$ cat src/rtl/ysyx_23060136_div_unit.sv
// ysyx_23060136_div_unit
//   Iterative radix-2 restoring divider for the RV64M DIV/DIVU/REM/REMU and
//   their *W variants. Quotient and remainder are returned together and held
//   until the consumer takes them.
// Ports
//   clk, rst                     core clock, synchronous active-high reset
//   in_valid_i / in_ready_o      operand handshake (ready only when idle)
//   dividend_i, divisor_i        rs1, rs2
//   signed_i, word_i             op kind: signed/unsigned, 32-bit word mode
//   flush_i                      abandon whatever is in flight
//   out_valid_o / out_ready_i    result handshake
//   quotient_o, remainder_o      results, stable while out_valid_o is high
module ysyx_23060136_div_unit #(
    parameter int XLEN = 64
) (
    input  logic            clk,
    input  logic            rst,
    input  logic            in_valid_i,
    output logic            in_ready_o,
    input  logic [XLEN-1:0] dividend_i,
    input  logic [XLEN-1:0] divisor_i,
    input  logic            signed_i,
    input  logic            word_i,
    input  logic            flush_i,
    output logic            out_valid_o,
    input  logic            out_ready_i,
    output logic [XLEN-1:0] quotient_o,
    output logic [XLEN-1:0] remainder_o
);
    localparam int CW = $clog2(XLEN + 1);
    localparam logic [1:0] S_IDLE = 2'd0;
    localparam logic [1:0] S_CALC = 2'd1;
    localparam logic [1:0] S_DONE = 2'd2;
    localparam logic [XLEN-1:0] MIN_D = {1'b1, {(XLEN-1){1'b0}}};
    localparam logic [XLEN-1:0] MIN_W = {{(XLEN-31){1'b1}}, 31'b0};

    logic [1:0]      state_q, state_d;
    logic [CW-1:0]   cnt_q, cnt_d;
    logic [XLEN-1:0] rem_q, rem_d;   // partial remainder
    logic [XLEN-1:0] dvd_q, dvd_d;   // dividend shifting out, quotient shifting in
    logic [XLEN-1:0] dsr_q, dsr_d;
    logic            qneg_q, qneg_d, rneg_q, rneg_d, word_q, word_d;
    logic [XLEN-1:0] quot_q, quot_d, remo_q, remo_d;

    // operand preparation
    logic [XLEN-1:0] a_p, b_p, a_abs, b_abs;
    logic            sa, sb, is_div0, is_ovf, accept;

    always_comb begin
        a_p = dividend_i;
        b_p = divisor_i;
        if (word_i) begin
            a_p = {{(XLEN-32){signed_i & dividend_i[31]}}, dividend_i[31:0]};
            b_p = {{(XLEN-32){signed_i & divisor_i[31]}}, divisor_i[31:0]};
        end
        sa      = signed_i & a_p[XLEN-1];
        sb      = signed_i & b_p[XLEN-1];
        a_abs   = sa ? -a_p : a_p;
        b_abs   = sb ? -b_p : b_p;
        is_div0 = (b_p == '0);
        is_ovf  = signed_i && (b_p == '1) && (a_p == (word_i ? MIN_W : MIN_D));
        accept  = in_valid_i && (state_q == S_IDLE) && !flush_i;
    end

    // one restoring step; the compare is XLEN+1 wide, but when it succeeds the
    // difference is below the divisor, so the low XLEN bits of the subtraction
    // are exact
    logic [XLEN:0]   sh;
    logic            qbit;
    logic [XLEN-1:0] trial;
    logic [XLEN-1:0] qf, rf;

    always_comb begin
        sh    = {rem_q, dvd_q[XLEN-1]};
        qbit  = (sh >= {1'b0, dsr_q});
        trial = sh[XLEN-1:0] - dsr_q;
        qf    = qneg_q ? -dvd_q : dvd_q;
        rf    = rneg_q ? -rem_q : rem_q;
        if (word_q) begin
            qf = {{(XLEN-32){qf[31]}}, qf[31:0]};
            rf = {{(XLEN-32){rf[31]}}, rf[31:0]};
        end
    end

    always_comb begin
        state_d = state_q;
        cnt_d   = cnt_q;
        rem_d   = rem_q;
        dvd_d   = dvd_q;
        dsr_d   = dsr_q;
        qneg_d  = qneg_q;
        rneg_d  = rneg_q;
        word_d  = word_q;
        quot_d  = quot_q;
        remo_d  = remo_q;
        case (state_q)
            S_IDLE: if (accept) begin
                state_d = S_CALC;
                word_d  = word_i;
                dsr_d   = b_abs;
                // special cases skip iteration (cnt=0) and carry their
                // final values through the finalise cycle unnegated
                if (is_div0) begin
                    cnt_d = '0; dvd_d = '1; rem_d = a_p;
                    qneg_d = 1'b0; rneg_d = 1'b0;
                end else if (is_ovf) begin
                    cnt_d = '0; dvd_d = a_p; rem_d = '0;
                    qneg_d = 1'b0; rneg_d = 1'b0;
                end else begin
                    cnt_d  = word_i ? CW'(32) : CW'(XLEN);
                    // word operands sit in the top half so 32 shifts consume them
                    dvd_d  = word_i ? (a_abs << 32) : a_abs;
                    rem_d  = '0;
                    qneg_d = sa ^ sb;
                    rneg_d = sa;
                end
            end
            S_CALC: begin
                if (cnt_q != '0) begin
                    // counts N..1 while iterating, then one finalise cycle
                    rem_d = qbit ? trial : sh[XLEN-1:0];
                    dvd_d = {dvd_q[XLEN-2:0], qbit};
                    cnt_d = cnt_q - 1'b1;
                end else begin
                    quot_d  = qf;
                    remo_d  = rf;
                    state_d = S_DONE;
                end
            end
            S_DONE: if (out_ready_i) state_d = S_IDLE;
            default: state_d = S_IDLE;
        endcase
        if (flush_i) state_d = S_IDLE;
    end

    always_ff @(posedge clk) begin
        if (rst) begin
            state_q <= S_IDLE;
            cnt_q   <= '0;
            rem_q   <= '0;
            dvd_q   <= '0;
            dsr_q   <= '0;
            qneg_q  <= 1'b0;
            rneg_q  <= 1'b0;
            word_q  <= 1'b0;
            quot_q  <= '0;
            remo_q  <= '0;
        end else begin
            state_q <= state_d;
            cnt_q   <= cnt_d;
            rem_q   <= rem_d;
            dvd_q   <= dvd_d;
            dsr_q   <= dsr_d;
            qneg_q  <= qneg_d;
            rneg_q  <= rneg_d;
            word_q  <= word_d;
            quot_q  <= quot_d;
            remo_q  <= remo_d;
        end
    end

    assign in_ready_o  = (state_q == S_IDLE);
    assign out_valid_o = (state_q == S_DONE);
    assign quotient_o  = quot_q;
    assign remainder_o = remo_q;
endmodule

$ cat config.mk
export PLATFORM = sky130hd
export DESIGN_NAME = ysyx_23060136_div_unit
export DESIGN_NICKNAME = d
export VERILOG_FILES = /design/src/rtl/ysyx_23060136_div_unit.sv
export SDC_FILE = /design/constraint.sdc
export NUM_CORES = 1
export LEC_CHECK = 0
export ABC_AREA = 0
export CORE_AREA = 2 2 214 216
export DETAILED_ROUTE_END_ITERATION = 7
export DIE_AREA = 0 0 216 218
export GPL_TIMING_DRIVEN = 0
export PLACE_DENSITY = 0.86
export RECOVER_POWER = 50
export SYNTH_ARGS = -nofsm -noshare
export SYNTH_HDL_FRONTEND = slang
export SYNTH_SLANG_ARGS = --single-unit
$ cat constraint.sdc
create_clock -name clk -period 11.4 [get_ports clk]
set_clock_uncertainty 0.2 [all_clocks]
set_input_delay 1.14 -clock clk [delete_from_list [all_inputs] [get_ports clk]]
set_output_delay 1.14 -clock clk [all_outputs]
set_load 0.05 [all_outputs]
Yosys cells after proc, flatten, opt, wreduce, memory -nomap -nowiden --
Index checks and enable logic that the tools add are counted. W data, S select, Z words.
Storage, ports and cells: bits in registers 332, output and inout port bits 130, logic and storage cells 79, input bits 135
Operators by class: add/subtract/negate cells 6, reduce and logical (&&, ||, !) cells 14, muxes and demuxes 34, magnitude comparators 1, bitwise operators 6, equal/unequal tests 8
Operators by type and width (count):
- $mux W64 | 17
- $neg A64 Y64 | 4
- $pmux W64 S2 | 2
- $ge A65 B64 Y1 | 1
- $eq A64 B64 Y1 | 1
- $eq A64 B64 Y1 const B | 1
- $logic_not A64 Y1 | 1
- $sub A64 B64 Y64 | 1
- $mux W63 | 1
- $mux W7 | 5
- $pmux W7 S2 | 1
- $reduce_bool A7 Y1 | 1
- $sub A7 B1 Y7 const B | 1
- $mux W2 | 3
- $pmux W2 S3 | 1
- $reduce_and A3 Y1 | 2
- $and A1 B1 Y1 | 4
- $logic_and A1 B1 Y1 | 4
- $mux W1 | 4
- $ne A2 B1 Y1 const B | 2
- $ne A2 B2 Y1 const B | 2
- $reduce_and A2 Y1 | 2
- $eq A2 B1 Y1 const B | 1
- $eq A2 B2 Y1 const B | 1
- other kinds (6) | 6

Longest topological paths before layout --
depth after elaboration 9, depth in mapped cells 17, depth with buffers taken out 15

Least setup slack after synthesis --
OpenSTA, ideal clock, no wires.
kind input to register, start input port divisor_i[6], end register rem_q[12], setup slack 6.544 ns, setup time 0.074 ns, stages on the path 10, required time 11.126 ns, arrival 4.582 ns, cells stage by stage or4_1 nor4_1 nor4b_1 o21ai_0 nor3_1 a21oi_1 nor3_1 clkbuf_1 nand2_1 o21ai_0
On the way: word-level cells in the longest chain between the ends 5
RTL lines:
- start, declared | line 21 | input logic [XLEN-1:0] divisor_i,
- $mux W64 | line 52 | if (word_i) begin
- $logic_not A64 Y1 | line 60 | is_div0 = (b_p == '0);
- $mux W64 | line 103 | if (is_div0) begin
- $mux W64 | line 97 | S_IDLE: if (accept) begin
- $pmux W64 S2 | line 96 | case (state_q)
- end signal, assigned | line 151 | rem_q <= rem_d;
- end, declared | line 39 | logic [XLEN-1:0] rem_q, rem_d;
Every way passes these cells. The select of a mux whose other input is x is not followed. A chain may end at the register's enable or synchronous reset.

Worst setup path in the final report --
start input port divisor_i[12], end register rem_q[43]
Same word-level chain as after synthesis.

==> flow_metrics.env <==
export IMPL_rr_worst_depth=13
export IMPL_status="finished clean"
export IMPL_dpl_instance_area_um2=27700
export IMPL_tritoncts_num_buffers=37
export IMPL_swShare=0.365
export IMPL_grt_pass1_wl_um=169000
export IMPL_sequentialPowerShare=0.353
export IMPL_ys_ff_latch=332
export IMPL_holdBufCountCts=0
export IMPL_root_buffer="clkbuf_16"
export IMPL_fin_total_pwr_mw=3.58
export IMPL_synth_cell_area_um2=24300
export IMPL_grt_total_usage=0.479
export IMPL_synth_seq_area_share=0.274
export IMPL_cap_violations=0
export IMPL_boundaryPins=265
export IMPL_finalCriticalPeriod_ns=7.36
export IMPL_grt_overflow_total=0
export IMPL_dieArea_um2=47100
export IMPL_slew_headroom=0.0568
export IMPL_holdPathStages=2
export IMPL_first_global_vias=26237
export IMPL_cts_tree="yes"
export IMPL_criticalPathCategory="input pin to flip-flop"
export IMPL_syn2layout_area_growth_pct=19.1
export IMPL_firstDrtPassIters=7
export IMPL_comb_power_share=0.292
export IMPL_grt_antenna_before_repair=3
export IMPL_fin_util=0.644
export IMPL_pwr_share_clk=0.355
export IMPL_rrSetupSlack_ns=5.68
export IMPL_hold_ws_ns=0.232
export IMPL_synth_cells=3332
export IMPL_final_max_slew_viol_count=0
export IMPL_clk_insertion_delay_late_ns=0.61
export IMPL_antenna_left=0
export IMPL_r2r_end="dvd_q[0]"
export IMPL_synth_edf_count=0
export IMPL_crit_slowest_cell="nor3_1"
export IMPL_vias=28504
export IMPL_clk_pin_slew_ns=0.06
export IMPL_cts_sinks=332
export IMPL_wire_per_inst_um=27.4
export IMPL_min_period_over_period=0.645
export IMPL_synth_most_common_cell="nand2_1"
export IMPL_post_cts_setup_buffer_count=0
export IMPL_vdd_drop_max_v=0.000113
export IMPL_rows=78
export IMPL_critPathTopFamily="simple AND/OR/NAND/NOR gates"
export IMPL_io_buffers=262
export IMPL_grt_max_degree=15
export IMPL_tightest_slew_ns=1.40
export IMPL_hpwlAfterDp_um=93300
export IMPL_postLayoutCellArea_um2=28900
export IMPL_powerDensity_nw_per_um2=124
export IMPL_synthFlopType="dfxtp_1"
export IMPL_netlist_top_cells_count="395 x nand2_1, 332 x dfxtp_1, 324 x nor2_1"
export IMPL_drtIter0Drc=3719
export IMPL_yosys_top_cells_area="dfxtp_1 27%, a21oi_1 6.2%, nand2_1 6.1%"
export IMPL_dieWidth_um=216
export IMPL_yosys_warnings=0
export IMPL_cp_endpoint="rem_q[43]"
export IMPL_hp_class="flip-flop to flip-flop"
export IMPL_startpoint="divisor_i[12]"
export IMPL_cts_buffer_depth=3
export IMPL_ys_async_sr_fraction=0
export IMPL_cp_arrival_ns=7.66
export IMPL_drive_above_1_share=0.0268
export IMPL_crit_required_ns=11.70
export IMPL_n_fill_cell=3972
export IMPL_p_sw_mw=1.31
export IMPL_intPower_mw=2.27
export IMPL_crit_path_max_incr_delay_ns=0.98
export IMPL_crit_chain="clkdlybuf4s50_1, or4_1, nor4b_1, nand3b_1, nor4b_1, o21ai_0, nor3_1, a21oi_1, nor3_2, clkbuf_1, nand2_1, o21ai_0"
export IMPL_leakagePower_nw=11.5
export IMPL_final_hold_violation_count=0
export IMPL_layout_nets=3841
export IMPL_cts_resized=0
export IMPL_initial_core_util=0.541
export IMPL_cp_num_cells=12
export IMPL_synth_top_area_cell="dfxtp_1"
export IMPL_syn_nets=3539
export IMPL_rsz0062_at_grt="false"
export IMPL_diodes=0
export IMPL_core_um2=44900
export IMPL_startpoint_type="input pin"
export IMPL_fmax_ghz=0.136
export IMPL_via_per_inst=6.69
export IMPL_setup_tns_ns=0
export IMPL_synth_top_area_frac=0.274
export IMPL_path_max_fanout=10
export IMPL_htreeDepth=2
export IMPL_dieHeight_um=218
export IMPL_wl_um=117000
export IMPL_synth_area_per_cell_um2=7.29
export IMPL_multi_input_area_um2=16300
export IMPL_regArea_um2=6650
export IMPL_crit_buf_inv=2
export IMPL_gp_congestion=1.11
export IMPL_worst_setup_path_end_kind="flip-flop"
export IMPL_rr_startpoint="rem_q[47]"
export IMPL_drc=0
export IMPL_synth_distinct_cells=74
export IMPL_setup_viol=0
[cell type report]
cell class | count | area share
Timing Repair Buffer | 263 | 0.0909
Inverter | 130 | 0.0169
Tap cell | 600 | 0.0260
Buffer | 232 | 0.0303
Sequential cell | 332 | 0.230
Multi-Input combinational cell | 2638 | 0.563
Clock buffer | 51 | 0.0363
Clock inverter | 17 | 0.00697
[power by group through the flow]
stage	combinational [mW]	sequential [mW]	clock [mW]
floorplan	0.591	1.32	0
global placement	0.998	1.28	0
detailed placement	1.00	1.29	0
CTS	1.01	1.26	1.26
global route	1.10	1.27	1.31
finish	1.05	1.26	1.27
[tightest hold or removal path, stage by stage, from the launching register on]
cell,delay (ns)
dfxtp_1,0.31
nand2_1,0.05
nand2_1,0.04
[layout by cell type (no fill, tap or decap), types with 76 or more instances in the layout]
| cell type | instances |
|---|---|
| dfxtp_1 | 332 |
| clkdlybuf4s50_1 | 130 |
| clkbuf_1 | 225 |
| inv_1 | 130 |
| nor3_1 | 98 |
| nor2_1 | 324 |
| o31ai_1 | 76 |
| o21ai_0 | 250 |
| a21oi_1 | 301 |
| a211oi_1 | 118 |
| dlygate4sd3_1 | 132 |
| nand2_1 | 395 |
| xor2_1 | 169 |
| xnor2_1 | 125 |
[kinds of logic (layout without fill, tap and decap cells)]
group	after synthesis	in the layout	share of synthesized area
AO/OA/AOI/OAI	1123	1123	0.297
AND/OR/NAND/NOR	1095	1095	0.207
multiplexers	54	54	0.0225
flip-flops	332	332	0.274
adder cells (fa/ha/maj)	72	72	0.0374
XOR/XNOR	294	294	0.106
buffers and inverters	362	693	0.0562
[state kept, by name, indices dropped and copies added (netlist names)]
register	flops
remainder_o	64
word_q	1
quotient_o	64
qneg_q	1
dvd_q	64
dsr_q	64
cnt_q	7
rneg_q	1
rem_q	64
state_q	2
[routing by layer]
layer / share of wire / global-route usage
met3: 0.13 / 0.140
met4: 0.083 / 0.332
met2: 0.42 / 0.740
met5: 0.00023 / 0
met1: 0.37 / 0.576
[through the flow]
step / setup slack (ns) / cells
6_report: 4.04 / 4263
3_3_place_gp: 3.17 / 4194
3_5_place_dp: 3.56 / 4195
4_1_cts: 4.11 / 4263
2_1_floorplan: 6.54 / 3332
5_1_grt: 3.77 / 4263
[worst min-delay path by stage]
stage,from,to
6_report,quotient_o[58],quotient_o[58]
5_1_grt,quotient_o[58],quotient_o[58]
4_1_cts,quotient_o[58],quotient_o[58]
3_5_place_dp,quotient_o[58],quotient_o[58]
3_3_place_gp,quotient_o[58],quotient_o[58]
2_1_floorplan,dsr_q[29],dsr_q[29]
(Power assumes the default switching activity.)
